### src/rtl/led_to_bin_if.sv
// Bundles the start request, the eight captured digit patterns and the result/status
// signals exchanged between a requester (master) and the led_to_bin decoder (slave).
interface led_to_bin_if;
  logic        start;
  logic [7:0]  led_high;
  logic [7:0]  led_middle_6;
  logic [7:0]  led_middle_5;
  logic [7:0]  led_middle_4;
  logic [7:0]  led_middle_3;
  logic [7:0]  led_middle_2;
  logic [7:0]  led_middle_1;
  logic [7:0]  led_low;
  logic [27:0] out;
  logic        err;
  logic        busy;
  logic        done;

  modport master (
    output start, led_high, led_middle_6, led_middle_5, led_middle_4,
           led_middle_3, led_middle_2, led_middle_1, led_low,
    input  out, err, busy, done
  );

  modport slave (
    input  start, led_high, led_middle_6, led_middle_5, led_middle_4,
           led_middle_3, led_middle_2, led_middle_1, led_low,
    output out, err, busy, done
  );
endinterface

### src/rtl/led_to_bin.sv
// Decodes eight captured 7-segment patterns (a..g,dp) back to BCD digits, high digit
// first, and folds them into a 28-bit binary value with acc = acc*10 + digit.
module led_to_bin #(
  parameter bit DP_MASK    = 1'b1,
  parameter bit BLANK_ZERO = 1'b0
) (
  input logic         clk,
  input logic         rst_n,
  led_to_bin_if.slave bus
);

  localparam logic [1:0] IDLE = 2'd0;
  localparam logic [1:0] CONV = 2'd1;
  localparam logic [1:0] DONE = 2'd2;

  logic [1:0]      state_q, state_d;
  logic [7:0][7:0] cap_q, cap_d;
  logic [27:0]     acc_q, acc_d;
  logic [2:0]      cnt_q, cnt_d;
  logic            errf_q, errf_d;
  logic [27:0]     out_q, out_d;
  logic            err_q, err_d;

  logic [3:0]      curDigit;
  logic            curInvalid;
  logic [27:0]     accNext;

  // Returns {invalid, digit}; an unrecognised pattern yields digit 0 with invalid set.
  function automatic logic [4:0] decodeDigit(input logic [7:0] pattern);
    logic [7:0] seg;
    seg = DP_MASK ? {pattern[7:1], 1'b0} : pattern;
    case (seg)
      8'hFC:   decodeDigit = {1'b0, 4'd0};
      8'h60:   decodeDigit = {1'b0, 4'd1};
      8'hDA:   decodeDigit = {1'b0, 4'd2};
      8'hF2:   decodeDigit = {1'b0, 4'd3};
      8'h66:   decodeDigit = {1'b0, 4'd4};
      8'hB6:   decodeDigit = {1'b0, 4'd5};
      8'hBE:   decodeDigit = {1'b0, 4'd6};
      8'hE0:   decodeDigit = {1'b0, 4'd7};
      8'hFE:   decodeDigit = {1'b0, 4'd8};
      8'hF6:   decodeDigit = {1'b0, 4'd9};
      8'h00:   decodeDigit = BLANK_ZERO ? {1'b0, 4'd0} : {1'b1, 4'd0};
      default: decodeDigit = {1'b1, 4'd0};
    endcase
  endfunction

  always_comb begin
    {curInvalid, curDigit} = decodeDigit(cap_q[cnt_q]);
    accNext = (acc_q << 3) + (acc_q << 1) + {24'd0, curDigit};

    state_d = state_q;
    cap_d   = cap_q;
    acc_d   = acc_q;
    cnt_d   = cnt_q;
    errf_d  = errf_q;
    out_d   = out_q;
    err_d   = err_q;

    case (state_q)
      IDLE: begin
        if (bus.start) begin
          // Index 0 holds the most significant digit so cnt walks high to low.
          cap_d   = {bus.led_low, bus.led_middle_1, bus.led_middle_2, bus.led_middle_3,
                     bus.led_middle_4, bus.led_middle_5, bus.led_middle_6, bus.led_high};
          acc_d   = '0;
          cnt_d   = '0;
          errf_d  = 1'b0;
          state_d = CONV;
        end
      end
      CONV: begin
        acc_d  = accNext;
        errf_d = errf_q | curInvalid;
        cnt_d  = cnt_q + 3'd1;
        if (cnt_q == 3'd7) begin
          state_d = DONE;
          out_d   = (errf_q | curInvalid) ? '0 : accNext;
          err_d   = errf_q | curInvalid;
        end
      end
      DONE: begin
        state_d = IDLE;
      end
      default: begin
        state_d = IDLE;
      end
    endcase
  end

  always_ff @(posedge clk or negedge rst_n) begin
    if (!rst_n) begin
      state_q <= IDLE;
      cap_q   <= '0;
      acc_q   <= '0;
      cnt_q   <= '0;
      errf_q  <= 1'b0;
      out_q   <= '0;
      err_q   <= 1'b0;
    end else begin
      state_q <= state_d;
      cap_q   <= cap_d;
      acc_q   <= acc_d;
      cnt_q   <= cnt_d;
      errf_q  <= errf_d;
      out_q   <= out_d;
      err_q   <= err_d;
    end
  end

  assign bus.out  = out_q;
  assign bus.err  = err_q;
  assign bus.busy = (state_q != IDLE);
  assign bus.done = (state_q == DONE);

endmodule

### src/flat_wrapper.sv
// flat-port wrapper written by rule: the top's interface ports become plain ports
module led_to_bin_flat 
#(
  parameter bit DP_MASK    = 1'b1,
  parameter bit BLANK_ZERO = 1'b0
)
  (clk, rst_n, bus_start, bus_led_high, bus_led_middle_6, bus_led_middle_5, bus_led_middle_4, bus_led_middle_3, bus_led_middle_2, bus_led_middle_1, bus_led_low, bus_out, bus_err, bus_busy, bus_done);
  led_to_bin_if bus_i ();
  input logic clk;
  input logic rst_n;
  input wire logic [$bits(bus_i.start)-1:0] bus_start;
  input wire logic [$bits(bus_i.led_high)-1:0] bus_led_high;
  input wire logic [$bits(bus_i.led_middle_6)-1:0] bus_led_middle_6;
  input wire logic [$bits(bus_i.led_middle_5)-1:0] bus_led_middle_5;
  input wire logic [$bits(bus_i.led_middle_4)-1:0] bus_led_middle_4;
  input wire logic [$bits(bus_i.led_middle_3)-1:0] bus_led_middle_3;
  input wire logic [$bits(bus_i.led_middle_2)-1:0] bus_led_middle_2;
  input wire logic [$bits(bus_i.led_middle_1)-1:0] bus_led_middle_1;
  input wire logic [$bits(bus_i.led_low)-1:0] bus_led_low;
  output wire logic [$bits(bus_i.out)-1:0] bus_out;
  output wire logic [$bits(bus_i.err)-1:0] bus_err;
  output wire logic [$bits(bus_i.busy)-1:0] bus_busy;
  output wire logic [$bits(bus_i.done)-1:0] bus_done;
  assign bus_i.start = bus_start;
  assign bus_i.led_high = bus_led_high;
  assign bus_i.led_middle_6 = bus_led_middle_6;
  assign bus_i.led_middle_5 = bus_led_middle_5;
  assign bus_i.led_middle_4 = bus_led_middle_4;
  assign bus_i.led_middle_3 = bus_led_middle_3;
  assign bus_i.led_middle_2 = bus_led_middle_2;
  assign bus_i.led_middle_1 = bus_led_middle_1;
  assign bus_i.led_low = bus_led_low;
  assign bus_out = bus_i.out;
  assign bus_err = bus_i.err;
  assign bus_busy = bus_i.busy;
  assign bus_done = bus_i.done;
  led_to_bin #(.DP_MASK(DP_MASK), .BLANK_ZERO(BLANK_ZERO)) u_core (.clk(clk), .rst_n(rst_n), .bus(bus_i));
endmodule
### config.mk
export PLATFORM = sky130hd
export DESIGN_NAME = led_to_bin_flat
export DESIGN_NICKNAME = d
export VERILOG_FILES = /design/src/rtl/led_to_bin_if.sv /design/src/rtl/led_to_bin.sv /design/src/flat_wrapper.sv
export SDC_FILE = /design/constraint.sdc
export NUM_CORES = 1
export LEC_CHECK = 0
export CAP_MARGIN = 20
export CORE_ASPECT_RATIO = 0.75
export CORE_MARGIN = 2
export CORE_UTILIZATION = 55
export CTS_CLUSTER_DIAMETER = 120
export DETAILED_ROUTE_END_ITERATION = 16
export PLACE_DENSITY = 0.8
export SLEW_MARGIN = 20
export SYNTH_ARGS = -nofsm -noshare
export SYNTH_HDL_FRONTEND = slang
export SYNTH_SLANG_ARGS = --single-unit
### constraint.sdc
create_clock -name clk -period 5.44 [get_ports clk]
set_input_delay 1.088 -clock clk [delete_from_list [all_inputs] [get_ports clk]]
set_output_delay 1.088 -clock clk [all_outputs]
set_load 0.1 [all_outputs]
==> results of run 1 <==
## cells in the mapped netlist, types with 3 or more instances
| library cell | number | area share |
|---|---|---|
| a2111oi_0 | 3 | 0.0038 |
| a211oi_1 | 5 | 0.0054 |
| a21o_1 | 7 | 0.0076 |
| a21oi_1 | 33 | 0.024 |
| a22o_1 | 3 | 0.0038 |
| a32oi_1 | 4 | 0.0051 |
| and2_1 | 4 | 0.0036 |
| buf_2 | 3 | 0.0022 |
| clkbuf_1 | 26 | 0.014 |
| dfrtp_1 | 118 | 0.43 |
| ha_1 | 52 | 0.094 |
| inv_1 | 8 | 0.0044 |
| mux4_2 | 12 | 0.039 |
| nand2_1 | 241 | 0.13 |
| nand2b_1 | 3 | 0.0027 |
| nand3_1 | 44 | 0.032 |
| nand4_1 | 4 | 0.0036 |
| nor2_1 | 19 | 0.010 |
| nor2b_1 | 8 | 0.0073 |
| nor3_1 | 6 | 0.0044 |
| o211ai_1 | 5 | 0.0054 |
| o21ai_0 | 52 | 0.038 |
| o21ai_1 | 3 | 0.0022 |
| o21ai_2 | 10 | 0.013 |
| o31ai_1 | 11 | 0.012 |
| o31ai_2 | 5 | 0.0091 |
| xnor2_1 | 11 | 0.014 |
| xor2_1 | 14 | 0.018 |
## per-layer routing
layer  vias to the layer above  track usage  share of wire
met4                         0       0.0745          0.012
met1                      2884        0.388           0.45
met3                        26       0.0684          0.078
met5                         -            0              0
met2                       270        0.421           0.46
li1                       2825            -              -
## per-stage QoR
stage	hold slack [ps]	cells	worst slack, ps
finish	473	1018	231
global route	498	1018	17.3
CTS	477	1018	304
detailed placement	462	986	378
global placement	455	986	566
floorplan	437	759	884
## power breakdown
part,internal [mW],switching [mW],total (mW)
clock network,0.816,0.431,1.25
registers,1.22,0.316,1.54
logic,1.24,1.99,3.24
total,3.28,2.74,6.02
## registers in the layout (all words and copies together) (netlist names)
register	count
u_core.acc_q	27
u_core.bus.out	28
u_core.cap_q	56
u_core.cnt_q	3
u_core.state_q	2
u_core.bus.err	1
u_core.errf_q	1
## worst max-delay path, delay by kind of cell (launching register included)
kind / cells / cell delay [ps]
AOI/OAI and AO/OA: 7 / 1730
adders and majority gates: 3 / 970
muxes: 2 / 880
DFF: 1 / 560
and+or+nand+nor: 4 / 390
xor gates and xnor gates: 1 / 290
buffers and inverters: 1 / 220
## worst min-delay path by stage
stage | to | slack (ps) | depth (start not counted)
global placement | u_core.cap_q[35] | 450 | 2
CTS | u_core.cap_q[12] | 480 | 2
global route | u_core.bus.out[24] | 500 | 2
floorplan | u_core.cap_q[19] | 440 | 2
detailed placement | u_core.cap_q[10] | 460 | 2
finish | u_core.bus.out[24] | 470 | 2
## cell families after synthesis
| logic type | Yosys count | synth area share |
|---|---|---|
| AO/OA/AOI/OAI | 155 | 0.145 |
| AND/OR/NAND/NOR | 343 | 0.210 |
| buffers and inverters | 45 | 0.0299 |
| flip-flops | 118 | 0.428 |
| multiplexers | 19 | 0.0560 |
| adder cells (fa/ha/maj) | 54 | 0.100 |
| XOR/XNOR | 25 | 0.0317 |
## final cells by class
class / instances / share of cell area
clock buffer: 17 / 0.0497
clock inverter: 15 / 0.0267
inverter: 9 / 0.00394
multi-input combinational: 596 / 0.437
sequential: 118 / 0.345
tap: 166 / 0.0242
timing repair buffer: 97 / 0.114
==> run summary, run 1 <==
Post-synth EDFFs -> 0
Hold-fix buffers, CTS -> 0
Cts repair resizes -> 0
Full die area -> 13500 sq um
Setup Skew -> 9.41 ps
Achievable Freq -> 0.192 GHz
P&R area growth vs syn -> 24.2%
Number of global-route vias before repair -> 5790
Synth Cell Area -> 6900 sq um
Reg area -> 2950 sq um
Post-synth cell types -> 59
Reg2reg path depth -> 18
First-pass DRT Iterations -> 5
CTS clk-pin slew, worst paths -> 50 ps
Critical path class -> flop to flop
Port bufs -> 89
Setup TNS -> 0 ps
Vias per inst -> 5.90
Most common cell after layout, fill and taps aside -> nand2_1
Initial Util -> 0.563
Final Critical Period -> 5210 ps
Final Cycle Share -> 0.957
CP Launch Type -> flop
Critical path origin -> u_core.cnt_q[1]
Power, Total -> 6.02 mW
R2r startpoint -> u_core.cnt_q[1]
Worst slew margin -> 0.320
Placed cell area -> 7910 sq um
Critical-path top delay cell -> dfrtp_1
Overall global routing resource usage -> 0.273
Max Slew Vio Count -> 0
Die X -> 133 um
Reg2Reg Setup Slack -> 230 ps
Number of top-level pins -> 98
Critical path, cell by cell -> buf_12 > mux4_2 > mux2i_2 > nand2_1 > nor2_1 > nor2_1 > o21ai_0 > ha_1 > ha_1 > fa_1 > a211oi_1 > o211ai_1 > a31oi_1 > a211o_1 > nand4_1 > a21oi_1 > xor2_1 > o21ai_0
HPWL after DPL -> 12100 um
Setup Viol. Count Final -> 0
Syn avg cell area -> 9.09 sq um
TritonCTS clock tree -> yes
Warnings from Yosys -> 0
Ys async rst share -> 1.00
Syn Inst Count -> 759
Die Ht -> 101 um
Final Hold Vio Count -> 0
Initial drt markers -> 631
Remaining Overflow, GRT -> 0
First-pass GRT wire length -> 28900 um
CTS Buf Count -> 17
Syn nets -> 880
Gpl congestion -> 0.955
Register area share after synthesis -> 0.428
Sink Count -> 118
Clock tree buffer depth -> 2
Clock latency on the worst-skew pair -> 430 ps
Ys flop type -> dfrtp_1
Initial antenna violation count -> 0
Worst-margin pin slew -> 1020 ps
Worst-path fanout max -> 18
Multi-input logic area -> 3740 sq um
# Post-CTS Setup Buffers -> 0
Residual DRC count -> 0
Hold path start -> u_core.bus.out[24]
Via Count -> 6005
Unrepaired setup endpoints after global routing -> no
CTS root buf -> clkbuf_16
Status -> finished clean
Core Region -> 12300 sq um
Number of max-cap violations -> 0
Util after Layout -> 0.699
Detail Route Antenna Nets -> 0
Worst vdd ir -> 0.000402 V
Cell area power density -> 703 nW/um^2
Total wire length -> 17500 um
Worst path max stage delay -> 560 ps
Most frequent cells in the layout -> nand2_1 (240), dfrtp_1 (118), clkdlybuf4s50_1 (88)
LEAKAGE -> 3.97 nW
WL/cell -> 17.1 um
Worst path required time -> 5700 ps
Filler Cells Inserted -> 904
Final Cell Area -> 8570 sq um
Critical Path AT -> 5470 ps
Synthesized flop and latch total -> 118
HP Class -> flop to flop
Largest net degree at the start of global routing -> 63
Row Count -> 35
CTS H-Tree Depth -> 4
Crit. End Element -> flop
Critical R2R Capture -> u_core.acc_q[26]
N_diodes -> 0
Final net count -> 960
Critical path endpoint -> u_core.acc_q[26]
Layout cells sized above 1 -> 0.0904
No activity file was read; power rests on OpenSTA's default activity.
==> run 2, diff against run 1 <==
Settings changed: DONT_BUFFER_PORTS set to 1, PLACE_DENSITY 0.8 to 0.7.
Clock period 5.44 ns to 6.5 ns, I/O delays scaled along.
==> run 2 against run 1 <==
Against the previous run:
- final cell count shrank 8.9%
- wire length down 6.3%
- utilization down 7.4 points
- die area did not move
- cell area down 11%
- sequential share of layout area increased by 4.1 points
- largest power group unchanged
- clock power fell by 18%
- via count fell by 9.1%
==> run summary, run 2 (synthesis gave the netlist of run 1 again) <==
Worst-margin pin slew -> 1110 ps
Max Slew Vio Count -> 0
Register bank with the most flops -> u_core.cap_q
Number of max-cap violations -> 0
Die Ht -> 101 um
Most frequent cells in the layout -> nand2_1 (240), dfrtp_1 (116), o21ai_0 (52), ha_1 (52), nand3_1 (44)
Overall global routing resource usage -> 0.254
Hold-fix buffers, CTS -> 0
Final Critical Period -> 5260 ps
HPWL after DPL -> 11400 um
Via Count -> 5459
Worst path required time -> 6770 ps
Hold path start -> u_core.cap_q[59]
Clock tree buffer depth -> 2
Crit. End Element -> flop
Filler Cells Inserted -> 1010
N_diodes -> 0
CTS H-Tree Depth -> 4
Worst-path fanout max -> 35
TritonCTS clock tree -> yes
CTS Buf Count -> 17
Status -> finished clean
Critical-path top delay cell -> dfrtp_2
Final Cell Area -> 7660 sq um
Clock latency on the worst-skew pair -> 410 ps
Placed cell area -> 6990 sq um
Most common cell after layout, fill and taps aside -> nand2_1
Cell area power density -> 638 nW/um^2
Residual DRC count -> 0
Hold WS -> 472 ps
WL/cell -> 17.6 um
Initial Util -> 0.563
CP Launch Type -> flop
First-pass GRT wire length -> 26900 um
Row Count -> 35
# Post-CTS Setup Buffers -> 0
Worst vdd ir -> 0.000260 V
Vias per inst -> 5.89
LEAKAGE -> 3.61 nW
Layout cells sized above 1 -> 0.101
Gpl congestion -> 0.931
Sink Count -> 118
Power, Total -> 4.88 mW
Final net count -> 869
Max reg flops -> 56
Remaining Overflow, GRT -> 0
Cts repair resizes -> 0
Critical Path AT -> 5530 ps
Setup TNS -> 0 ps
Total wire length -> 16400 um
Critical path, cell by cell -> buf_4 > nor2b_1 > a32oi_1 > a22o_1 > nor3_1 > or3b_2 > o21ai_0 > ha_1 > ha_1 > fa_1 > a211oi_1 > o211ai_1 > a31oi_1 > buf_4 > a211o_1 > nand4_1 > a21oi_1 > xor2_1 > o21ai_0
Unrepaired setup endpoints after global routing -> no
Critical path origin -> u_core.cnt_q[2]
Final setup margin -> 1240 ps
CTS clk-pin slew, worst paths -> 60 ps
Critical path class -> flop to flop
Number of top-level pins -> 98
HP Class -> flop to flop
Worst path max stage delay -> 630 ps
Detail Route Antenna Nets -> 0
P&R area growth vs syn -> 11.0%
Worst slew margin -> 0.260
Setup Skew -> 8.56 ps
CTS root buf -> clkbuf_16
Largest net degree at the start of global routing -> 119
DP Worst Slack -> 1030 ps
Core Region -> 12300 sq um
First-pass DRT Iterations -> 8
Initial antenna violation count -> 0
Achievable Freq -> 0.190 GHz
Full die area -> 13500 sq um
Final Hold Vio Count -> 0
Setup Viol. Count Final -> 0
Number of global-route vias before repair -> 5268
Initial drt markers -> 407
Final Cycle Share -> 0.810
Die X -> 133 um
Port bufs -> 0
R2r startpoint -> u_core.cnt_q[2]
## run 2: area by class of cell
type	instances	area, sq um	share of cell area
multi-input combinational	596	3750	0.490
sequential	118	2960	0.386
clock buffer	19	453	0.0592
tap	166	208	0.0271
clock inverter	13	195	0.0255
timing repair buffer	6	57.6	0.00752
inverter	9	33.8	0.00441
## run 2: path summary, 6_finish.rpt
kind	cells after the start	slack, ps	to
worst max-delay path	19	1240	u_core.acc_q[26]
min in group asynchronous	0	590	u_core.bus.out[19]
worst max register to register	19	1240	u_core.acc_q[26]
worst min-delay path	2	470	u_core.cap_q[59]
max in group asynchronous	0	5650	u_core.acc_q[8]
worst min register to register	2	470	u_core.cap_q[59]
## run 2: critical path, delay by kind of cell (launching register included)
kind	cells	cell delay, ps
adders and majority gates	3	960
buffers and inverters	2	450
DFF	1	630
AOI/OAI and AO/OA	9	1670
xor gates and xnor gates	1	280
and+or+nand+nor	4	1100
## run 2: where the power goes
group / switching [mW] / internal, mW
sequential: 0.417 / 1.02
combinational: 1.46 / 0.965
clock: 0.354 / 0.666
total: 2.23 / 2.65
## run 2: per-stage QoR
step,util,instances
after floorplan,-,759
after global placement,0.570,894
after detailed placement,0.570,894
after CTS,0.623,926
after global routing,0.624,927
final,0.624,927
## run 2: routing by layer
layer  GRT usage  vias to the layer above  part of all wire
met2       0.379                      177              0.44
met4      0.0671                        0             0.011
met3      0.0573                       17             0.065
li1            -                     2639                 -
met1       0.374                     2626              0.49
met5           0                        -                 0
==> run 3, diff against run 2 <==
Clock period 6.5 ns to 4.9 ns, I/O delays scaled along.
==> run 3 against run 2 <==
Against the previous run:
- clock power is 25% higher
- count of clock-buffer cells in the layout did not move
- sequential share of layout area is 0.75 points lower
- critical path depth decreased by 1
- non-clock buffer count rose by 19
- maximum frequency is 15% higher
- critical path type unchanged
- critical endpoint is now u_core.acc_q[24]
==> run summary, run 3 (synthesis gave the netlist of run 1 again) <==
Multi-input logic area -> 3790 sq um
Cell area power density -> 848 nW/um^2
Final Critical Period -> 4580 ps
Number of global-route vias before repair -> 5319
Die Ht -> 101 um
Sink Count -> 118
Row Count -> 35
Detail Route Antenna Nets -> 0
Core Region -> 12300 sq um
CTS clk-pin slew, worst paths -> 60 ps
N_diodes -> 0
Worst path required time -> 5160 ps
Max reg flops -> 56
Gpl congestion -> 0.950
Unrepaired setup endpoints after global routing -> no
Initial drt markers -> 419
Via Count -> 5608
Critical Path AT -> 4840 ps
LEAKAGE -> 3.69 nW
Register bank with the most flops -> u_core.cap_q
Worst slew margin -> 0.245
Status -> finished clean
Achievable Freq -> 0.218 GHz
Layout cells sized above 1 -> 0.131
Critical path, cell by cell -> buf_4 > nor2b_2 > a32oi_1 > a22o_1 > nor3_2 > or3b_2 > o21ai_0 > ha_1 > ha_1 > fa_2 > a211oi_2 > o211ai_1 > a31oi_2 > a211o_1 > nand3_1 > a31oi_1 > xor2_1 > o21ai_0
Initial antenna violation count -> 0
Max Slew Vio Count -> 0
Final net count -> 888
Worst-path fanout max -> 6
Most frequent cells in the layout -> nand2_1 (240), dfrtp_1 (116), o21ai_0 (52), ha_1 (52), nand3_1 (44)
Crit. End Element -> flop
Hold WS -> 254 ps
Residual DRC count -> 0
Overall global routing resource usage -> 0.263
R2r startpoint -> u_core.cnt_q[2]
Reg area -> 2960 sq um
Most common cell after layout, fill and taps aside -> nand2_1
P&R area growth vs syn -> 13.2%
First-pass GRT wire length -> 27600 um
Setup Skew -> 9.66 ps
CP Launch Type -> flop
DP Worst Slack -> 14.6 ps
Vias per inst -> 5.93
Full die area -> 13500 sq um
Largest net degree at the start of global routing -> 119
Worst path max stage delay -> 500 ps
Reg2Reg Setup Slack -> 320 ps
HP Class -> input pin to asynchronous set/reset pin
Port bufs -> 0
Clock tree buffer depth -> 2
First-pass DRT Iterations -> 5
Critical-path top delay cell -> or3b_2
Number of max-cap violations -> 0
Clock latency on the worst-skew pair -> 420 ps
Worst vdd ir -> 0.000348 V
Critical R2R Capture -> u_core.acc_q[24]
Setup TNS -> 0 ps
Remaining Overflow, GRT -> 0
Total wire length -> 16900 um
HPWL after DPL -> 11800 um
Final Hold Vio Count -> 0
CTS root buf -> clkbuf_16
Setup Viol. Count Final -> 0
CTS Buf Count -> 17
Worst-margin pin slew -> 1130 ps
TritonCTS clock tree -> yes
Initial Util -> 0.563
Filler Cells Inserted -> 1009
Number of top-level pins -> 98
Critical path class -> flop to flop
WL/cell -> 17.9 um
Die X -> 133 um
CTS H-Tree Depth -> 4
Final Cycle Share -> 0.935
Final setup margin -> 321 ps
Reg2reg path depth -> 18
## run 3: cell types whose count changed in the layout (fill, tap and decap cells not counted), sizes merged
cell    delta
clkbuf     +1
bufinv     -1
buf       +18
inv        -1
clkinv     +1
## run 3: power breakdown
group / leakage (nW) / switching, mW / total, mW / internal [mW]
clock network: 0.285 / 0.459 / 1.27 / 0.809
logic: 1.90 / 2.10 / 3.53 / 1.43
registers: 1.50 / 0.467 / 1.82 / 1.35
total: 3.69 / 3.02 / 6.62 / 3.60
## run 3: through the flow
step | power (mW) | cells | utilization | cell area, sq um
CTS | 6.52 | 942 | 0.631 | 7740
floorplan | 4.32 | 759 | - | 6900
detailed placement | 5.20 | 911 | 0.582 | 7140
global placement | 5.10 | 911 | 0.582 | 7140
global route | 7.14 | 945 | 0.637 | 7810
finish | 6.62 | 945 | 0.637 | 7810
## run 3: critical path: cells and delay by family (launching register included)
family | cells | cell delay, ps
AND/OR/NAND/NOR | 4 | 970
flip-flops | 1 | 470
XOR/XNOR | 1 | 270
AO/OA/AOI/OAI | 9 | 1630
buffers and inverters | 1 | 180
adder cells (fa/ha/maj) | 3 | 890
## run 3: worst max-delay path by stage
stage | from | end | slack (ps) | cells after the start
floorplan | u_core.cnt_q[1] | u_core.acc_q[24] | 340 | 18
global placement | u_core.cnt_q[2] | u_core.acc_q[26] | 90 | 18
detailed placement | u_core.cnt_q[2] | u_core.acc_q[26] | 10 | 18
CTS | u_core.cnt_q[2] | u_core.acc_q[26] | 50 | 18
global route | u_core.cnt_q[2] | u_core.bus.out[26] | 10 | 19
finish | u_core.cnt_q[2] | u_core.acc_q[24] | 320 | 18
## run 3: per-layer routing
| layer | vias to the layer above | part of all wire | GRT usage | wire length, um |
|---|---|---|---|---|
| met2 | 181 | 0.43 | 0.378 | 7300 |
| met1 | 2742 | 0.49 | 0.400 | 8320 |
| met5 | - | 0 | 0 | 0 |
| li1 | 2667 | - | - | - |
| met4 | 0 | 0.011 | 0.0720 | 190 |
| met3 | 18 | 0.064 | 0.0573 | 1090 |
## run 3: repair_timing
item / 4_1_cts / 5_1_grt
pin swaps: 0 / 7
hold buffers: 0 / 0
endpoints found under the hold margin: 0 / 0
gates resized for setup: 1 / 9
gates cloned: 0 / 1
buffers inserted: 0 / 2
endpoints found under the setup margin: 1 / 14
## run 3: layout make-up
type                    count  share of cell area
flip-flops and latches    118               0.378
well taps                 166              0.0266
clock buffers              19              0.0567
clock inverters            12              0.0197
inverters                   9             0.00433
multi-input cells         596               0.485
repair buffers             25              0.0295
